`src/rtl/i2c_register_bank.sv`:
```
// Register bank behind the I2C slave: control, status, scratch, interrupt and event-count registers.
// Reads come from a registered address mux; event lines are synchronized and edge-detected.
module i2c_register_bank #(
  parameter logic [31:0] VERSION    = 32'h0001_0000,
  parameter int          EVENT_W    = 16,
  parameter logic [31:0] CTRL_RESET = 32'h0000_0000
) (
  input  logic               clk,
  input  logic               rst,
  input  logic [5:0]         register_address,
  input  logic [31:0]        data_to_register,
  input  logic               data_to_register_wr,
  output logic [31:0]        data_from_register,
  input  logic               data_from_register_rd,
  output logic [31:0]        ctrl_out,
  input  logic [31:0]        status_in,
  input  logic [EVENT_W-1:0] event_in,
  output logic               irq_out
);

  localparam logic [5:0] ADDR_VERSION = 6'h00;
  localparam logic [5:0] ADDR_CONTROL = 6'h01;
  localparam logic [5:0] ADDR_STATUS  = 6'h02;
  localparam logic [5:0] ADDR_PENDING = 6'h03;
  localparam logic [5:0] ADDR_MASK    = 6'h04;
  localparam logic [5:0] ADDR_SCRATCH = 6'h05;
  localparam logic [5:0] ADDR_COUNT   = 6'h06;

  logic [31:0]        ctrl_q, ctrl_d;
  logic [31:0]        scratch_q, scratch_d;
  logic [EVENT_W-1:0] pend_q, pend_d;
  logic [EVENT_W-1:0] mask_q, mask_d;
  logic [31:0]        count_q, count_d;
  logic [31:0]        rdata_q, rdata_d;
  logic               irq_q, irq_d;

  logic [31:0]        status_s1_q, status_s2_q;
  logic [EVENT_W-1:0] ev_s1_q, ev_s2_q, ev_s3_q;
  logic [EVENT_W-1:0] ev_rise;
  logic [31:0]        pend_ext, mask_ext;

  function automatic logic [31:0] sat_inc(input logic [31:0] v);
    return (v == 32'hFFFF_FFFF) ? v : v + 32'd1;
  endfunction

  always_comb begin
    ev_rise  = ev_s2_q & ~ev_s3_q;
    pend_ext = '0;
    mask_ext = '0;
    pend_ext[EVENT_W-1:0] = pend_q;
    mask_ext[EVENT_W-1:0] = mask_q;

    ctrl_d    = ctrl_q;
    scratch_d = scratch_q;
    mask_d    = mask_q;
    pend_d    = pend_q;
    if (data_to_register_wr) begin
      case (register_address)
        ADDR_CONTROL: ctrl_d    = data_to_register;
        ADDR_PENDING: pend_d    = pend_q & ~data_to_register[EVENT_W-1:0];
        ADDR_MASK:    mask_d    = data_to_register[EVENT_W-1:0];
        ADDR_SCRATCH: scratch_d = data_to_register;
        default:      ;
      endcase
    end
    // New edges are ORed in after the W1C so a coincident event is never lost.
    pend_d = pend_d | ev_rise;

    count_d = count_q;
    if (data_from_register_rd && register_address == ADDR_COUNT) count_d = '0;
    if (ev_rise[0]) count_d = sat_inc(count_d);

    irq_d = |(pend_q & mask_q);

    case (register_address)
      ADDR_VERSION: rdata_d = VERSION;
      ADDR_CONTROL: rdata_d = ctrl_q;
      ADDR_STATUS:  rdata_d = status_s2_q;
      ADDR_PENDING: rdata_d = pend_ext;
      ADDR_MASK:    rdata_d = mask_ext;
      ADDR_SCRATCH: rdata_d = scratch_q;
      ADDR_COUNT:   rdata_d = count_q;
      default:      rdata_d = '0;
    endcase
  end

  always_ff @(posedge clk or negedge rst) begin
    if (!rst) begin
      ctrl_q    <= CTRL_RESET;
      scratch_q <= '0;
      pend_q    <= '0;
      mask_q    <= '0;
      count_q   <= '0;
      rdata_q   <= '0;
      irq_q     <= 1'b0;
    end else begin
      ctrl_q    <= ctrl_d;
      scratch_q <= scratch_d;
      pend_q    <= pend_d;
      mask_q    <= mask_d;
      count_q   <= count_d;
      rdata_q   <= rdata_d;
      irq_q     <= irq_d;
    end
  end

  // Two-flop synchronizers; the third event flop only feeds edge detection.
  always_ff @(posedge clk or negedge rst) begin
    if (!rst) begin
      status_s1_q <= '0;
      status_s2_q <= '0;
      ev_s1_q     <= '0;
      ev_s2_q     <= '0;
      ev_s3_q     <= '0;
    end else begin
      status_s1_q <= status_in;
      status_s2_q <= status_s1_q;
      ev_s1_q     <= event_in;
      ev_s2_q     <= ev_s1_q;
      ev_s3_q     <= ev_s2_q;
    end
  end

  assign data_from_register = rdata_q;
  assign ctrl_out           = ctrl_q;
  assign irq_out            = irq_q;

endmodule

```
`config.mk`:
```
export PLATFORM = sky130hd
export DESIGN_NAME = i2c_register_bank
export DESIGN_NICKNAME = d
export VERILOG_FILES = /design/src/rtl/i2c_register_bank.sv
export SDC_FILE = /design/constraint.sdc
export NUM_CORES = 1
export LEC_CHECK = 0
export ABC_AREA = 1
export CAP_MARGIN = 10
export CORE_MARGIN = 4
export CORE_UTILIZATION = 25
export DETAILED_ROUTE_END_ITERATION = 10
export PLACE_DENSITY = 0.51
export SYNTH_ARGS = -nofsm -noshare
export SYNTH_HDL_FRONTEND = slang
export SYNTH_SLANG_ARGS = --single-unit
```
`constraint.sdc`:
```
create_clock -name clk -period 4.15 [get_ports clk]
set_input_delay 0.6225 -clock clk [delete_from_list [all_inputs] [get_ports clk]]
set_output_delay 0.6225 -clock clk [all_outputs]
set_load 0.01 [all_outputs]
```
==> metrics.cfg, run 1 <==
[clock_tree]
cts_tree = built
worstSkewPairLatency_ps = 550
cts.htree.levels = 1
cts_sinks = 273
clock_path_buffers = 3
clk_pin_slew_ps = 60
cts_setup_buffers = 0
numCtsBuffers = 28
cts_hold_buffers = 0
ctsResizeCount = 0
root_buffer = clkbuf_16

[critical_path]
cp.required_ps = 4580
worst_setup_path_end_kind = flip-flop
rr_startpoint = count_q[0]
cpMostUsedCell = nand2_1
cp_slowest_stage_delay_ps = 520
startpoint_type = primary input
critPathKind = in2reg
cp.arrival_ps = 3150
crit_buf_inv = 5
cp_max_fo = 18
cp_top_family = simple AND/OR/NAND/NOR gates
crit_start = register_address[0]
slowest_stage = clkdlybuf4s50_1
crit_chain = clkdlybuf4s50_1 > inv_2 > nand2_2 > nor2_2 > nand3_4 > inv_1 > nor2_1 > ha_1 > nand2_1 > inv_1 > nand3_2 > nor2_1 > nand2_1 > nor2_2 > nand3_4 > nand2_1 > nand2_1 > nand2_1 > inv_1

[layout]
insertedDiodeCount = 0
drive_above_1_share_pct = 7.50
mostFrequentLayoutCells = 303 x nand2_1, 273 x dfrtp_1, 153 x clkdlybuf4s50_1
multi_input_area_um2 = 3210
fill_cells = 4374
layout_commonest_cell = nand2_1
area_delta_synth_final_pct = 28.9
nNetsFinal = 1379
utilization_pct = 32.9
regArea_um2 = 6830

[synth]
yosysUniqueCellTypes = 30
synth_seq_cells = 273
synth_top_area_share_pct = 63.2
synth_nets = 1221
yosysSeqAreaShare_pct = 63.2
synth_top_area_cell = dfrtp_1
synth_area_um2 = 10800
yosys-top-cells-area = dfrtp_1 63%, nand2_1 11%, o21ai_0 5.7%, inv_1 5.1%, nand3_1 2.4%
synth_warnings = 0
synth_area_per_cell_um2 = 9.56
synthCells = 1130

[floorplan]
core_um2 = 42300
die-width_um = 216
io_pins = 155
start_util_pct = 25.5
die_h_um = 216
dieArea_um2 = 46600
row_count = 75

[timing]
tns_ps = 0
drv_slew = 0
hold_viol_final = 0
post-route-period-util_pct = 65.6
setup_violations = 0
fmax_mhz = 367
finClkSkew_ps = 19.5
rsz0062_at_grt = no
relSlewSlack_pct = 30.9
fin_crit_ps = 2720
worst_slack_ps = 1430
whs_ps = 132
worstMarginPinSlew_ps = 1030

[routing]
wire_per_inst_um = 15.9
vias = 8118
drtIter0Drc = 621
antenna_left = 0
wirelength_um = 29900
via_per_inst = 4.31
dr.pass1.iters = 5
drc = 0

[grt]
antenna_found_initial = 0
grt_pass1_vias = 8403
grt_pass1_wl_um = 47500
grt_max_degree = 102
grt_util_all_layers_pct = 12.8
overflow = 0

[status]
status = complete, no violations

[pwr]
p_leak_nw = 6.46
power_mw = 6.06
peakVddDrop_mv = 0.226
power_density_nw_per_um2 = 435

[place]
dp.final_hpwl_um = 21100
gp_congestion = 0.882
dp_slack_ps = 888
portBuffers = 154

[run]
maxCapViolations = 0

[worst_hold_path]
hp-class = in2async

-- registers in the layout, indices dropped and copies added, names as in the netlist --
register and flops:
count_q 32, ctrl_out 32, data_from_register 32, scratch_q 32
status_s1_q 32, status_s2_q 32, ev_s1_q 16, ev_s2_q 16
ev_s3_q 16, mask_q 16, pend_q 16, irq_out 1
-- metal layers --
metal | up-vias | wire, µm | global-route usage, %
li1 | 3924 | - | -
met1 | 3981 | 14000 | 17.7
met2 | 169 | 14000 | 20.6
met3 | 44 | 1260 | 2.21
met4 | 0 | 713 | 3.82
met5 | - | 0 | 0
-- path summary, 6_finish.rpt --
kind,to,slack (ps),depth (start not counted)
max,count_q[25],1430,19
min,status_s2_q[6],130,1
max reg2reg,count_q[25],2100,14
min in group clk,status_s2_q[15],340,0
min reg2reg,status_s2_q[15],340,0
max in group asynchronous,ev_s1_q[14],3080,2
-- synth_stat cells --
cell type    n
a21oi_1      3
buf_2        6
a22oi_1      9
nor2_4       3
nand3_1     52
o21ai_0    124
xor2_1       6
nand3_2      9
nand2_1    305
buf_4        1
nor2_2       8
nor3_1       8
inv_2        6
nand4_1     24
a22o_1       1
o22ai_1      2
buf_6        6
nand3b_1     4
o2111ai_1   12
xnor2_1      4
clkbuf_1    27
ha_1         1
nor2_1      65
inv_1      146
o21ai_1      1
a221oi_1    17
nand2_4      1
nand2_2      4
dfrtp_1    273
nand3_4      2
-- metrics by stage --
step,std cells,area (µm²)
after global routing,1884,13900
after CTS,1884,13900
after global placement,1835,13000
after floorplan,1130,10800
after detailed placement,1835,13000
final,1884,13900
-- layout make-up --
type,instances,area share [%]
Sequential cell,273,49.1
Multi-Input combinational cell,665,23.0
Timing Repair Buffer,168,12.1
Clock buffer,35,5.59
Tap cell,577,5.18
Inverter,152,4.10
Clock inverter,14,0.899
-- cells by family (layout without fill, tap and decap cells) --
| kind of cell | Yosys count | after routing | synth area share, % |
|---|---|---|---|
| AOI/OAI and AO/OA | 169 | 169 | 9.10 |
| xor gates and xnor gates | 10 | 10 | 0.810 |
| and+or+nand+nor | 485 | 485 | 19.6 |
| adders and majority gates | 1 | 1 | 0.116 |
| buffers and inverters | 192 | 369 | 7.19 |
| DFF | 273 | 273 | 63.2 |
-- report_power, final --
| part | leakage (nW) | total [mW] | internal (mW) | switching [mW] |
|---|---|---|---|---|
| combinational | 2.66 | 0.590 | 0.279 | 0.311 |
| sequential | 3.37 | 3.02 | 2.87 | 0.147 |
| clock | 0.427 | 2.45 | 1.40 | 1.05 |
Note: power is estimated with default switching activity, not from simulation.
==> inputs of run 2 (changes only) <==
==> constraint.sdc (replaced) <==
create_clock -name clk -period 2.7 [get_ports clk]
set_input_delay 0.405 -clock clk [delete_from_list [all_inputs] [get_ports clk]]
set_output_delay 0.405 -clock clk [all_outputs]
set_load 0.01 [all_outputs]
==> metrics.cfg, run 2 (synthesis gave the netlist of run 1 again) <==
[pwr]
power_mw = 10.2  ; was 6.06 mW
peakVddDrop_mv = 0.376  ; was 0.226 mV
p_leak_nw = 6.76  ; was 6.46 nW
power_density_nw_per_um2 = 703  ; was 435 nW/µm²

[routing]
wire_per_inst_um = 15.8  ; was 15.9 µm
drc = 0  ; unchanged
wirelength_um = 30500  ; was 29900 µm
antenna_left = 0  ; unchanged
dr.pass1.iters = 6  ; was 5
drtIter0Drc = 527  ; was 621
vias = 8168  ; was 8118
via_per_inst = 4.24  ; was 4.31

[grt]
grtUsageMet1_pct = 17.8  ; was 17.7%
grt_util_all_layers_pct = 12.9  ; was 12.8%
grt_max_degree = 73  ; was 102
grtUsageMet3_pct = 1.86  ; was 2.21%
grt_pass1_wl_um = 47900  ; was 47500 µm
overflow = 0  ; unchanged
grt_pass1_vias = 8348  ; was 8403
gr-usage-met2_pct = 21.4  ; was 20.6%
antenna_found_initial = 1  ; was 0
busiest_layer = met2  ; unchanged

[clock_tree]
root_buffer = clkbuf_16  ; unchanged
clk_pin_slew_ps = 60  ; about the same
cts_tree = built  ; unchanged
cts_setup_buffers = 0  ; unchanged
cts_sinks = 273  ; unchanged
numCtsBuffers = 30  ; was 28
worstSkewPairLatency_ps = 570  ; was 550 ps
cts.htree.levels = 1  ; unchanged
clock_path_buffers = 3  ; unchanged

[timing]
finClkSkew_ps = 17.7  ; was 19.5 ps
fin_crit_ps = 2180
hold_viol_final = 0  ; unchanged
worstMarginPinSlew_ps = 536  ; was 1030 ps
fmax_mhz = 458
setup_violations = 0  ; unchanged
rsz0062_at_grt = no  ; unchanged
relSlewSlack_pct = 64.2  ; was 30.9%
worst_slack_ps = 517  ; was 1430 ps
post-route-period-util_pct = 80.9
drv_slew = 0  ; unchanged

[floorplan]
dieArea_um2 = 46600  ; unchanged
die-width_um = 216  ; unchanged
row_count = 75  ; unchanged
die_h_um = 216  ; unchanged
io_pins = 155  ; unchanged
core_um2 = 42300  ; unchanged
start_util_pct = 25.5  ; unchanged

[layout]
nNetsFinal = 1417  ; was 1379
layout_commonest_cell = nand2_1  ; unchanged
drive_above_1_share_pct = 10.3  ; was 7.50%
insertedDiodeCount = 0  ; unchanged
area_delta_synth_final_pct = 34.1  ; was 28.9%
fill_cells = 4288  ; was 4374
mostFrequentLayoutCells = 303 x nand2_1, 273 x dfrtp_1, 153 x clkdlybuf4s50_1  ; unchanged

[place]
dp_slack_ps = -94.8  ; was 888 ps
gp_congestion = 0.848  ; was 0.882
portBuffers = 154  ; unchanged
dp.final_hpwl_um = 21800  ; was 21100 µm

[worst_hold_path]
hold_path_startpoint = status_in[11]
hp-class = in2reg  ; was in2async

[critical_path]
cp.arrival_ps = 2640  ; was 3150 ps
r2r_end = count_q[31]  ; was count_q[25]
crit_start = register_address[4]  ; was register_address[0]
worst_setup_path_end_kind = flip-flop  ; unchanged
startpoint_type = primary input  ; unchanged
cp.required_ps = 3160  ; was 4580 ps
reg2regPathDepth = 9  ; was 14
critPathKind = in2reg  ; unchanged
rr_startpoint = ev_s2_q[0]  ; was count_q[0]
endpoint = count_q[19]  ; was count_q[25]
rrSetupSlack_ps = 660  ; was 2100 ps
cp_max_fo = 18  ; unchanged

[run]
maxCapViolations = 0  ; unchanged

[status]
status = complete, no violations  ; unchanged

[run 2: cell count changes in the layout (fill, tap and decap cells not counted), sizes merged]
| cell | delta |
|---|---|
| buf | +35 |
| bufinv | +6 |
| clkbuf | +4 |
| clkinv | -2 |
| clkinvlp | -1 |
| dlygate4sd3 | +1 |
| inv | -2 |
[run 2: worst min path at each step]
stage / endpoint / slack (ps) / cells past startpoint
3_3_place_gp: status_s2_q[17] / 330 / 0
4_1_cts: status_s1_q[12] / 230 / 1
5_1_grt: status_s1_q[12] / 240 / 1
6_report: status_s1_q[11] / 270 / 1
3_5_place_dp: ev_s2_q[3] / 330 / 0
2_1_floorplan: count_q[0] / 110 / 0
[run 2: metal layers]
metal / vias to the layer above / wire [µm]
li1: 4011 / -
met1: 3920 / 14000
met2: 198 / 14400
met3: 39 / 1570
met4: 0 / 521
met5: - / 0
[run 2: what timing repair did]
item	CTS	global route
endpoints found under the setup margin	0	0
endpoints found under the hold margin	52	0
hold buffers	1	0
gates resized for setup	0	0
[run 2: area by class of cell]
type,count,area (µm²),area share (%)
Multi-Input combinational cell,665,3210,22.1
Clock inverter,15,278,1.92
Sequential cell,273,6830,47.2
Inverter,152,571,3.94
Timing Repair Buffer,204,2020,14.0
Tap cell,577,722,4.98
Clock buffer,39,855,5.90
[run 2: per-stage QoR]
step | util [%] | hold WS, ps | TNS, ps | instance area [µm²] | std cells
final | 34.2 | 268 | 0 | 14500 | 1925
after global routing | 34.2 | 243 | 0 | 14500 | 1925
after CTS | 34.2 | 234 | 0 | 14500 | 1925
after detailed placement | 31.5 | 335 | -989 | 13300 | 1870
after global placement | 31.5 | 333 | -138 | 13300 | 1870
after floorplan | - | 109 | 0 | 10800 | 1130
[run 2: worst max-delay path: stages]
cell             delay [ps]
clkdlybuf4s50_1         470
inv_1                    40
nand2_1                  90
nor2_2                   80
nand3_4                  60
inv_1                    50
nor2_1                  120
ha_1                    200
nand2_1                  60
inv_1                    90
nand3_2                 100
nor2_1                  140
nand2_1                  90
nor2_2                  160
nand3_4                 200
nand2_1                 110
nand2_1                  50
nand2_1                  60
inv_1                    40
[run 2: report_power, final]
| group | internal (mW) | switching [mW] |
|---|---|---|
| clock network | 2.89 | 1.72 |
| registers | 4.41 | 0.225 |
| logic | 0.457 | 0.478 |
| total | 7.76 | 2.42 |
==> inputs of run 3 (changes only) <==
==> constraint.sdc (replaced) <==
create_clock -name clk -period 2.2 [get_ports clk]
set_input_delay 0.33 -clock clk [delete_from_list [all_inputs] [get_ports clk]]
set_output_delay 0.33 -clock clk [all_outputs]
set_load 0.01 [all_outputs]
==> metrics.cfg, run 3 (synthesis gave the netlist of run 1 again) <==
[timing]
setup_violations = 0  ; unchanged
relSlewSlack_pct = 65.3  ; was 64.2%
fmax_mhz = 495
post-route-period-util_pct = 91.8
hold_viol_final = 0  ; unchanged
drv_slew = 0  ; unchanged
worstMarginPinSlew_ps = 514  ; was 536 ps
finClkSkew_ps = 16.6  ; was 17.7 ps
worst_slack_ps = 181  ; was 517 ps
whs_ps = 199  ; was 268 ps
fin_crit_ps = 2020
rsz0062_at_grt = no  ; unchanged

[floorplan]
die_h_um = 216  ; unchanged
start_util_pct = 25.5  ; unchanged
core_um2 = 42300  ; unchanged
die-width_um = 216  ; unchanged
row_count = 75  ; unchanged
io_pins = 155  ; unchanged
dieArea_um2 = 46600  ; unchanged

[grt]
antenna_found_initial = 1  ; unchanged
grt_pass1_wl_um = 49600  ; was 47900 µm
overflow = 0  ; unchanged
grt_util_all_layers_pct = 13.4  ; was 12.9%
grt_max_degree = 67  ; was 73
grt_pass1_vias = 8669  ; was 8348

[clock_tree]
numCtsBuffers = 29  ; was 30
cts.htree.levels = 1  ; unchanged
worstSkewPairLatency_ps = 570  ; about the same
cts_sinks = 273  ; unchanged
cts_tree = built  ; unchanged
root_buffer = clkbuf_16  ; unchanged
clk_pin_slew_ps = 60  ; about the same
clock_path_buffers = 3  ; unchanged

[layout]
drive_above_1_share_pct = 15.1  ; was 10.3%
insertedDiodeCount = 0  ; unchanged
nNetsFinal = 1464  ; was 1417
layout_commonest_cell = nand2_1  ; unchanged
mostFrequentLayoutCells = 297 x nand2_1, 273 x dfrtp_1, 151 x clkdlybuf4s50_1  ; was 303 x nand2_1, 273 x dfrtp_1, 153 x clkdlybuf4s50_1
area_delta_synth_final_pct = 38.3  ; was 34.1%

[worst_hold_path]
hold_path_startpoint = event_in[3]  ; was status_in[11]
hold_depth = 1  ; unchanged
hold_end = ev_s1_q[3]  ; was status_s1_q[11]
hp-class = in2reg  ; unchanged

[routing]
wire_per_inst_um = 16.2  ; was 15.8 µm
drtIter0Drc = 461  ; was 527
dr.pass1.iters = 5  ; was 6
antenna_left = 0  ; unchanged
wirelength_um = 32000  ; was 30500 µm
via_per_inst = 4.27  ; was 4.24
drc = 0  ; unchanged
vias = 8419  ; was 8168

[status]
status = complete, no violations  ; unchanged

[critical_path]
r2r_end = count_q[22]  ; was count_q[31]
rr_startpoint = count_q[1]  ; was ev_s2_q[0]
reg2regPathDepth = 15  ; was 9
cp_max_fo = 4  ; was 18
worst_setup_path_end_kind = flip-flop  ; unchanged
startpoint_type = primary input  ; unchanged
rrSetupSlack_ps = 310  ; was 660 ps
critPathKind = in2reg  ; unchanged
cp.required_ps = 2650  ; was 3160 ps
cp.arrival_ps = 2470  ; was 2640 ps

[pwr]
p_leak_nw = 7.01  ; was 6.76 nW
power_mw = 11.9  ; was 10.2 mW
power_density_nw_per_um2 = 799  ; was 703 nW/µm²
peakVddDrop_mv = 0.479  ; was 0.376 mV

[place]
gp_congestion = 0.845  ; was 0.848
portBuffers = 154  ; unchanged
dp.final_hpwl_um = 23200  ; was 21800 µm
dp_slack_ps = -693  ; was -94.8 ps

[run]
maxCapViolations = 0  ; unchanged

## run 3: cell types whose count changed in the layout (fill, tap and decap cells not counted), sizes merged, moves of 2 or more
| cell | previous run | this run |
|---|---|---|
| nand3 | 63 | 65 |
| bufinv | 7 | 2 |
| clkbuf | 39 | 41 |
| clkinv | 3 | 5 |
| buf | 50 | 95 |
| clkinvlp | 5 | 3 |
| inv | 152 | 154 |
| clkdlybuf4s50 | 153 | 151 |
| dlymetal6s2s | 0 | 2 |
## run 3: repair_timing
| action | in CTS | in global routing |
|---|---|---|
| setup buffers | 0 | 2 |
| setup endpoints to repair | 2 | 32 |
| pin swaps | 0 | 10 |
| hold buffers | 1 | 0 |
| gates resized for setup | 3 | 27 |
| gates cloned | 0 | 3 |
| endpoints found under the hold margin | 39 | 0 |
## run 3: power by group
part / leakage [nW] / switching (mW) / total [mW] / internal [mW]
Combinational: 3.15 / 0.637 / 1.27 / 0.637
Clock: 0.482 / 2.02 / 4.96 / 2.94
Sequential: 3.37 / 0.299 / 5.71 / 5.41
## run 3: per-stage QoR
| step | setup TNS (ps) | std cells | area [µm²] | utilization (%) |
|---|---|---|---|---|
| after floorplan | -548 | 1130 | 10900 | - |
| after global placement | -23780 | 1913 | 13800 | 32.6 |
| after detailed placement | -29280 | 1913 | 13800 | 32.6 |
| after CTS | 0 | 1967 | 14800 | 35.0 |
| after global routing | 0 | 1972 | 14900 | 35.3 |
| final | 0 | 1972 | 14900 | 35.3 |
## run 3: worst max-delay path: stages
cell and delay, ps:
clkdlybuf4s50_1 530, inv_4 50, nand2_4 70, nor2_4 50
nand3_4 100, inv_4 50, nor2_4 100, ha_4 140
nand2_1 60, inv_2 90, nand3_4 70, buf_4 160
inv_2 50, nand2_1 60, nor2_1 120, nand2_2 100
nor2_2 140, nand3b_1 80, nand2_1 70, inv_1 40
## run 3: final cells by class
| cell class | instances | area [µm²] |
|---|---|---|
| clock inverter | 12 | 136 |
| tap | 577 | 722 |
| clock buffer | 41 | 851 |
| timing repair buffer | 249 | 2410 |
| inverter | 152 | 601 |
| fill | 4344 | 27400 |
| multi-input combinational | 668 | 3400 |
| sequential | 273 | 6830 |
## run 3: routing by layer
metal	wire, µm	vias to the layer above	GRT usage, %
li1	-	4116	-
met1	14900	4077	18.6
met2	15100	184	22.0
met3	1490	40	2.15
met4	542	2	3.05
met5	13	-	0
## run 3: worst max-delay path by stage
stage                   startpoint     endpoint  cells after the start
6_report       register_address[4]  count_q[22]                     20
5_1_grt        register_address[4]  count_q[29]                     19
4_1_cts        register_address[0]  count_q[18]                     19
3_5_place_dp   register_address[0]  count_q[18]                     19
3_3_place_gp   register_address[0]  count_q[18]                     19
2_1_floorplan  register_address[5]  count_q[25]                     22
